### src/rtl/prsim_reset_sequencer.sv
// Reset/lock sequencer for a PRS-simulated oscillator: holds _Reset low, releases it,
// counts synchronized osc edges to declare lock, and retries on a stalled oscillator.
module prsim_reset_sequencer #(
  parameter int RESET_CYCLES = 4,
  parameter int LOCK_EDGES   = 8,
  parameter int WATCHDOG     = 64,
  parameter int MAX_RETRY    = 3
) (
  input  logic       clk,
  input  logic       reset,
  input  logic       start,
  input  logic       stop,
  input  logic       osc,
  output logic       _Reset,
  output logic       locked,
  output logic       fail,
  output logic       busy,
  output logic [7:0] edge_count,
  output logic [3:0] retry_count
);

  localparam logic [7:0]  HOLD_LAST = 8'(RESET_CYCLES - 1);
  localparam logic [7:0]  LOCK_TGT  = 8'(LOCK_EDGES);
  localparam logic [15:0] WD_LAST   = 16'(WATCHDOG - 1);
  localparam logic [3:0]  RETRY_MAX = 4'(MAX_RETRY);

  typedef enum logic [2:0] {
    IDLE,
    HOLD,
    RUN,
    LOCKED,
    FAIL
  } state_t;

  state_t      state;
  logic        osc_sync1;
  logic        osc_sync2;
  logic        osc_hist;
  logic        osc_edge;
  logic [7:0]  hold_cnt;
  logic [15:0] wd_cnt;
  logic [7:0]  edge_count_inc;

  // osc is asynchronous; the history flop lets both polarities register as one edge each
  always_ff @(posedge clk) begin
    if (reset) begin
      osc_sync1 <= 1'b0;
      osc_sync2 <= 1'b0;
      osc_hist  <= 1'b0;
    end else begin
      osc_sync1 <= osc;
      osc_sync2 <= osc_sync1;
      osc_hist  <= osc_sync2;
    end
  end

  assign osc_edge       = osc_sync2 ^ osc_hist;
  assign edge_count_inc = (edge_count == 8'hFF) ? edge_count : edge_count + 8'd1;

  always_ff @(posedge clk) begin
    if (reset || stop) begin
      state       <= IDLE;
      _Reset      <= 1'b0;
      locked      <= 1'b0;
      fail        <= 1'b0;
      busy        <= 1'b0;
      edge_count  <= 8'd0;
      retry_count <= 4'd0;
      hold_cnt    <= 8'd0;
      wd_cnt      <= 16'd0;
    end else begin
      case (state)
        IDLE: begin
          if (start) begin
            state       <= HOLD;
            busy        <= 1'b1;
            retry_count <= 4'd0;
            edge_count  <= 8'd0;
            wd_cnt      <= 16'd0;
            hold_cnt    <= 8'd0;
          end
        end

        HOLD: begin
          if (hold_cnt == HOLD_LAST) begin
            state  <= RUN;
            _Reset <= 1'b1;
          end else begin
            hold_cnt <= hold_cnt + 8'd1;
          end
        end

        // An edge on the same cycle the watchdog would expire keeps the oscillator alive
        RUN, LOCKED: begin
          if (osc_edge) begin
            edge_count <= edge_count_inc;
            wd_cnt     <= 16'd0;
            if (state == RUN && edge_count_inc >= LOCK_TGT) begin
              state  <= LOCKED;
              locked <= 1'b1;
              busy   <= 1'b0;
            end
          end else if (wd_cnt == WD_LAST) begin
            if (retry_count < RETRY_MAX) begin
              state       <= HOLD;
              retry_count <= retry_count + 4'd1;
              _Reset      <= 1'b0;
              locked      <= 1'b0;
              busy        <= 1'b1;
              edge_count  <= 8'd0;
              wd_cnt      <= 16'd0;
              hold_cnt    <= 8'd0;
            end else begin
              state  <= FAIL;
              _Reset <= 1'b0;
              locked <= 1'b0;
              fail   <= 1'b1;
              busy   <= 1'b0;
            end
          end else begin
            wd_cnt <= wd_cnt + 16'd1;
          end
        end

        FAIL: begin
          if (start) begin
            state       <= HOLD;
            fail        <= 1'b0;
            busy        <= 1'b1;
            retry_count <= 4'd0;
            edge_count  <= 8'd0;
            wd_cnt      <= 16'd0;
            hold_cnt    <= 8'd0;
          end
        end

        default: begin
          state  <= IDLE;
          _Reset <= 1'b0;
          locked <= 1'b0;
          fail   <= 1'b0;
          busy   <= 1'b0;
        end
      endcase
    end
  end

endmodule

### config.mk
export PLATFORM = sky130hd
export DESIGN_NAME = prsim_reset_sequencer
export DESIGN_NICKNAME = d
export VERILOG_FILES = /design/src/rtl/prsim_reset_sequencer.sv
export SDC_FILE = /design/constraint.sdc
export NUM_CORES = 1
export LEC_CHECK = 0
export CAP_MARGIN = 20
export CORE_ASPECT_RATIO = 1.25
export CORE_UTILIZATION = 57
export DETAILED_ROUTE_END_ITERATION = 10
export GPL_ROUTABILITY_DRIVEN = 0
export PLACE_DENSITY = 0.84
export SLEW_MARGIN = 20
export SYNTH_ARGS = -nofsm -noshare
export SYNTH_HDL_FRONTEND = slang
export SYNTH_SLANG_ARGS = --single-unit
### constraint.sdc
create_clock -name clk -period 2.3 [get_ports clk]
set_clock_uncertainty 0.1 [all_clocks]
set_input_delay 0.575 -clock clk [delete_from_list [all_inputs] [get_ports clk]]
set_output_delay 0.575 -clock clk [all_outputs]
set_load 0.005 [all_outputs]
==> impl_results.html <==
<table>
<tr><th>Metric</th><th>Value</th></tr>
<tr><th colspan="2">Clocking</th></tr>
<tr><td>Number of buffers on the longest clock path</td><td>2</td></tr>
<tr><td>CTS root buf</td><td>sky130_fd_sc_hd__clkbuf_8</td></tr>
<tr><td>Inserted Clock Buffers</td><td>5</td></tr>
<tr><td>Sinks on Clock Net</td><td>between 40 and 50</td></tr>
<tr><td>TritonCTS clock tree</td><td>done</td></tr>
<tr><td>Clk pin slew, worst setup/hold paths</td><td>roughly 80 ps</td></tr>
<tr><td>Latest clock arrival within the worst-skew pair</td><td>about 300 ps</td></tr>
<tr><td>H-tree depth</td><td>2</td></tr>
<tr><th colspan="2">Synthesis</th></tr>
<tr><td>Proportion of netlist area held by the largest area contributor</td><td>between 30% and 40%</td></tr>
<tr><td>Post-synthesis cell type with the largest combined area</td><td>sky130_fd_sc_hd__dfxtp_1</td></tr>
<tr><td>Async S/R FF share, synth</td><td>0%</td></tr>
<tr><td>Synthesized netlist cell count</td><td>approximately 300</td></tr>
<tr><td>#FFs+latches synth</td><td>46</td></tr>
<tr><td>Synthesis Warnings</td><td>0</td></tr>
<tr><td>Synthesized netlist net count</td><td>roughly 310</td></tr>
<tr><td>Proportion of synthesized chip area in sequential cells</td><td>35.8%</td></tr>
<tr><td>Top FF cell, synth</td><td>sky130_fd_sc_hd__dfxtp_1</td></tr>
<tr><td>Number of enable flip-flop cells after synthesis</td><td>0</td></tr>
<tr><td>Leading post-synthesis cells by cell area</td><td>sky130_fd_sc_hd__dfxtp_1, sky130_fd_sc_hd__nor2_1, sky130_fd_sc_hd__a21oi_1</td></tr>
<tr><td>Synthesized area per cell</td><td>slightly below 9 um2</td></tr>
<tr><td>Count of different cell masters after synthesis</td><td>just under 60</td></tr>
<tr><td>Area of the mapped netlist</td><td>about 2600 um2</td></tr>
<tr><th colspan="2">STA</th></tr>
<tr><td>Max Fclk</td><td>around 440 MHz</td></tr>
<tr><td>Final Cycle Share</td><td>99.5%</td></tr>
<tr><td>Final setup violation count</td><td>0</td></tr>
<tr><td>Tightest slew margin relative to the limit</td><td>between 50% and 60%</td></tr>
<tr><td>Fin. max-slew vios</td><td>0</td></tr>
<tr><td>Clock period minus final worst setup slack</td><td>between 2000 and 2500 ps</td></tr>
<tr><td>Final worst setup slack</td><td>around 11 ps</td></tr>
<tr><td>Transition time at the pin with the least slew margin</td><td>roughly 620 ps</td></tr>
<tr><td>Final Hold Fails</td><td>0</td></tr>
<tr><td>RSZ-0062 raised after global routing</td><td>yes</td></tr>
<tr><td>Final setup TNS</td><td>0 ps</td></tr>
<tr><td>Smallest hold slack</td><td>roughly 340 ps</td></tr>
<tr><th colspan="2">Layout</th></tr>
<tr><td>Commonest cells after routing, fill and taps aside</td><td>sky130_fd_sc_hd__dfxtp_1, sky130_fd_sc_hd__nor2_1, sky130_fd_sc_hd__buf_4</td></tr>
<tr><td>Number of antenna cells inserted</td><td>0</td></tr>
<tr><td>Commonest non-fill, non-tap cell in the layout</td><td>sky130_fd_sc_hd__dfxtp_1</td></tr>
<tr><td>Number of nets in the layout</td><td>approximately 350</td></tr>
<tr><td>Proportion of layout cells with a drive suffix above 1</td><td>roughly 19%</td></tr>
<tr><td>Area growth, synth to finish</td><td>20.7%</td></tr>
<tr><td>Non-filler cells in the finished layout</td><td>just under 400</td></tr>
<tr><th colspan="2">Drt</th></tr>
<tr><td>Routed WL</td><td>approximately 6000 um</td></tr>
<tr><td>Remaining antenna violation count after routing</td><td>0</td></tr>
<tr><td>DR pass1 iterations</td><td>4</td></tr>
<tr><td>Via count</td><td>2458</td></tr>
<tr><td>DRC errors left</td><td>0</td></tr>
<tr><td>Starting DRC count in detailed routing</td><td>217</td></tr>
<tr><td>Average wire per standard cell</td><td>~15 um</td></tr>
<tr><td>Via density</td><td>6.22</td></tr>
<tr><th colspan="2">Floorplan</th></tr>
<tr><td>Die Area</td><td>between 4000 and 5000 um2</td></tr>
<tr><td>Number of rows in the core area</td><td>26</td></tr>
<tr><td>Top-Level Pins</td><td>21</td></tr>
<tr><td>Initial Util</td><td>between 60% and 70%</td></tr>
<tr><td>Core Region</td><td>about 4200 um2</td></tr>
<tr><td>Horizontal die dimension</td><td>between 60 and 70 um</td></tr>
<tr><td>Die H</td><td>77.1 um</td></tr>
<tr><th colspan="2">Power and ir drop</th></tr>
<tr><td>Switching Share</td><td>between 20% and 30%</td></tr>
<tr><td>Combinational share of power</td><td>approximately an eighth</td></tr>
<tr><td>Internal power</td><td>approximately 0.0011 W</td></tr>
<tr><td>Power per standard cell area</td><td>roughly 470 nW/um2</td></tr>
<tr><td>Portion of total power attributed to sequential cells</td><td>between 50 and 60%</td></tr>
<tr><td>Clock group share of total power</td><td>about a third</td></tr>
<tr><td>Worst supply voltage drop on vdd</td><td>0.341 mV</td></tr>
<tr><td>Switching power</td><td>roughly 0.00035 W</td></tr>
<tr><td>Leakage component of the power</td><td>1.08 nW</td></tr>
<tr><th colspan="2">Critical path</th></tr>
<tr><td>End of the critical path</td><td>state[2]</td></tr>
<tr><td>Kind of start point of the critical path</td><td>flop</td></tr>
<tr><td>Data required time at the worst endpoint</td><td>about 2400 ps</td></tr>
<tr><td>Kind of critical path</td><td>flop to flop</td></tr>
<tr><td>Reg-to-reg endpoint</td><td>state[2]</td></tr>
<tr><td>Start point of the critical path</td><td>hold_cnt[0]</td></tr>
<tr><td>Slack of the worst reg-to-reg path</td><td>roughly 11 ps</td></tr>
<tr><td>Setup crit end kind</td><td>flop</td></tr>
<tr><td>Startpoint of the worst-slack reg-to-reg timing path</td><td>hold_cnt[0]</td></tr>
<tr><td>Highest fanout seen on the critical path</td><td>3</td></tr>
<tr><td>Arrival @ worst endpoint</td><td>2370 ps</td></tr>
<tr><td>Worst R2R Path Depth</td><td>7</td></tr>
<tr><th colspan="2">Placed design</th></tr>
<tr><td>Dpl ws</td><td>-207 ps</td></tr>
<tr><td>Count of buffers inserted at the top-level ports</td><td>20</td></tr>
<tr><td>Detail Placement HPWL</td><td>~4300 um</td></tr>
<tr><td>Placed instance count</td><td>about 390</td></tr>
<tr><th colspan="2">Hold path</th></tr>
<tr><td>Classification of the worst-slack hold path</td><td>flop to flop</td></tr>
<tr><th colspan="2">Global route</th></tr>
<tr><td>Congestion Overflow GR</td><td>0</td></tr>
<tr><td>Vias in the first global route</td><td>2282</td></tr>
<tr><td>First-pass GRT wire length</td><td>about 10000 um</td></tr>
<tr><td>Number of antenna violations at the first check in global routing</td><td>0</td></tr>
<tr><td>Total routing resource utilization after global routing</td><td>25.4%</td></tr>
<tr><td>Largest net degree at the start of global routing</td><td>17</td></tr>
<tr><th colspan="2">Outcome</th></tr>
<tr><td>Status</td><td>complete, no violations</td></tr>
<tr><th colspan="2">Flow run</th></tr>
<tr><td>Number of max-cap violations</td><td>0</td></tr>
</table>
-- Yosys cell counts (6+ instances only) --
master	n
sky130_fd_sc_hd__o21ai_0	12
sky130_fd_sc_hd__nor2_1	29
sky130_fd_sc_hd__nand2_1	14
sky130_fd_sc_hd__o31ai_1	7
sky130_fd_sc_hd__xor2_1	11
sky130_fd_sc_hd__o211ai_1	8
sky130_fd_sc_hd__nand3_1	9
sky130_fd_sc_hd__a21oi_1	21
sky130_fd_sc_hd__nor2b_1	6
sky130_fd_sc_hd__dfxtp_1	46
sky130_fd_sc_hd__a31oi_1	8
sky130_fd_sc_hd__or3_1	8
sky130_fd_sc_hd__nor3_1	6
sky130_fd_sc_hd__nand4_1	10
sky130_fd_sc_hd__and3_1	7
sky130_fd_sc_hd__buf_6	6
sky130_fd_sc_hd__or4_1	7
-- worst max-delay path, stage by stage, from the launching register on --
cell	delay (ps)
sky130_fd_sc_hd__dfxtp_2	340
sky130_fd_sc_hd__ha_2	190
sky130_fd_sc_hd__or4b_4	490
sky130_fd_sc_hd__o41ai_4	420
sky130_fd_sc_hd__a21oi_2	130
sky130_fd_sc_hd__buf_4	150
sky130_fd_sc_hd__o31ai_1	250
sky130_fd_sc_hd__a21oi_1	100
-- per-layer routing --
metal	GRT usage, %	routed length (um)	share of wire, %
met4	11.6	174	2.9
met3	4.61	233	3.8
met2	46.3	3160	52
met1	28.3	2490	41
met5	0	0	0
-- power groups by stage --
stage / logic, W / clock network, W / registers [W]
final: 0.000174 / 0.000459 / 0.000814
after global routing: 0.000189 / 0.000507 / 0.000816
after CTS: 0.000163 / 0.000468 / 0.000813
after detailed placement: 0.000162 / 0 / 0.000832
after global placement: 0.000159 / 0 / 0.000831
after floorplan: 0.000101 / 0 / 0.000830
-- what timing repair did --
item	4_1_cts	5_1_grt
resized for setup	2	10
setup endpoints to repair	26	13
hold buffers	0	0
setup buffers	0	1
pin swaps	0	3
gates cloned	0	1
-- area by class of cell --
class	count	area, um2
inverter	4	15.0
multi-input combinational	233	1580
sequential	46	923
timing repair buffer	49	443
tap	56	70.1
clock buffer	7	76.3
fill	301	1090
-- worst min path at each step --
stage,start,endpoint,slack [ps],cells after the start
floorplan,osc_sync1,osc_sync2,310,1
global placement,osc_sync1,osc_sync2,330,1
detailed placement,osc_sync1,osc_sync2,330,1
CTS,osc_sync1,osc_sync2,350,1
global route,locked,locked,380,2
finish,osc_sync1,osc_sync2,340,1
-- sequential cells by signal, indices dropped and copies added, names as in the netlist --
signal and cells:
edge_count 8, osc_hist 1, retry_count 4, busy 1
_Reset 1, hold_cnt 8, osc_sync1 1, locked 1
state 3, fail 1, osc_sync2 1, wd_cnt 16
-- per-stage QoR --
stage | cell area (um2) | util [%] | total power, W
2_1_floorplan | 2570 | - | 0.000931
3_3_place_gp | 2970 | 70.7 | 0.000990
4_1_cts | 3050 | 72.7 | 0.00144
3_5_place_dp | 2970 | 70.7 | 0.000993
5_1_grt | 3110 | 74.0 | 0.00151
6_report | 3110 | 74.0 | 0.00145
-- logic make-up (layout without fill, tap and decap cells) --
family / Yosys count / count (layout) / synth area share, %
buffers and inverters: 18 / 60 / 4.91
adder cells (fa/ha/maj): 4 / 4 / 1.94
multiplexers: 2 / 2 / 0.778
AND/OR/NAND/NOR: 129 / 130 / 29.2
XOR/XNOR: 13 / 13 / 4.42
flip-flops: 46 / 46 / 35.8
AO/OA/AOI/OAI: 84 / 84 / 23.0
Note: power is estimated with default switching activity, not from simulation.
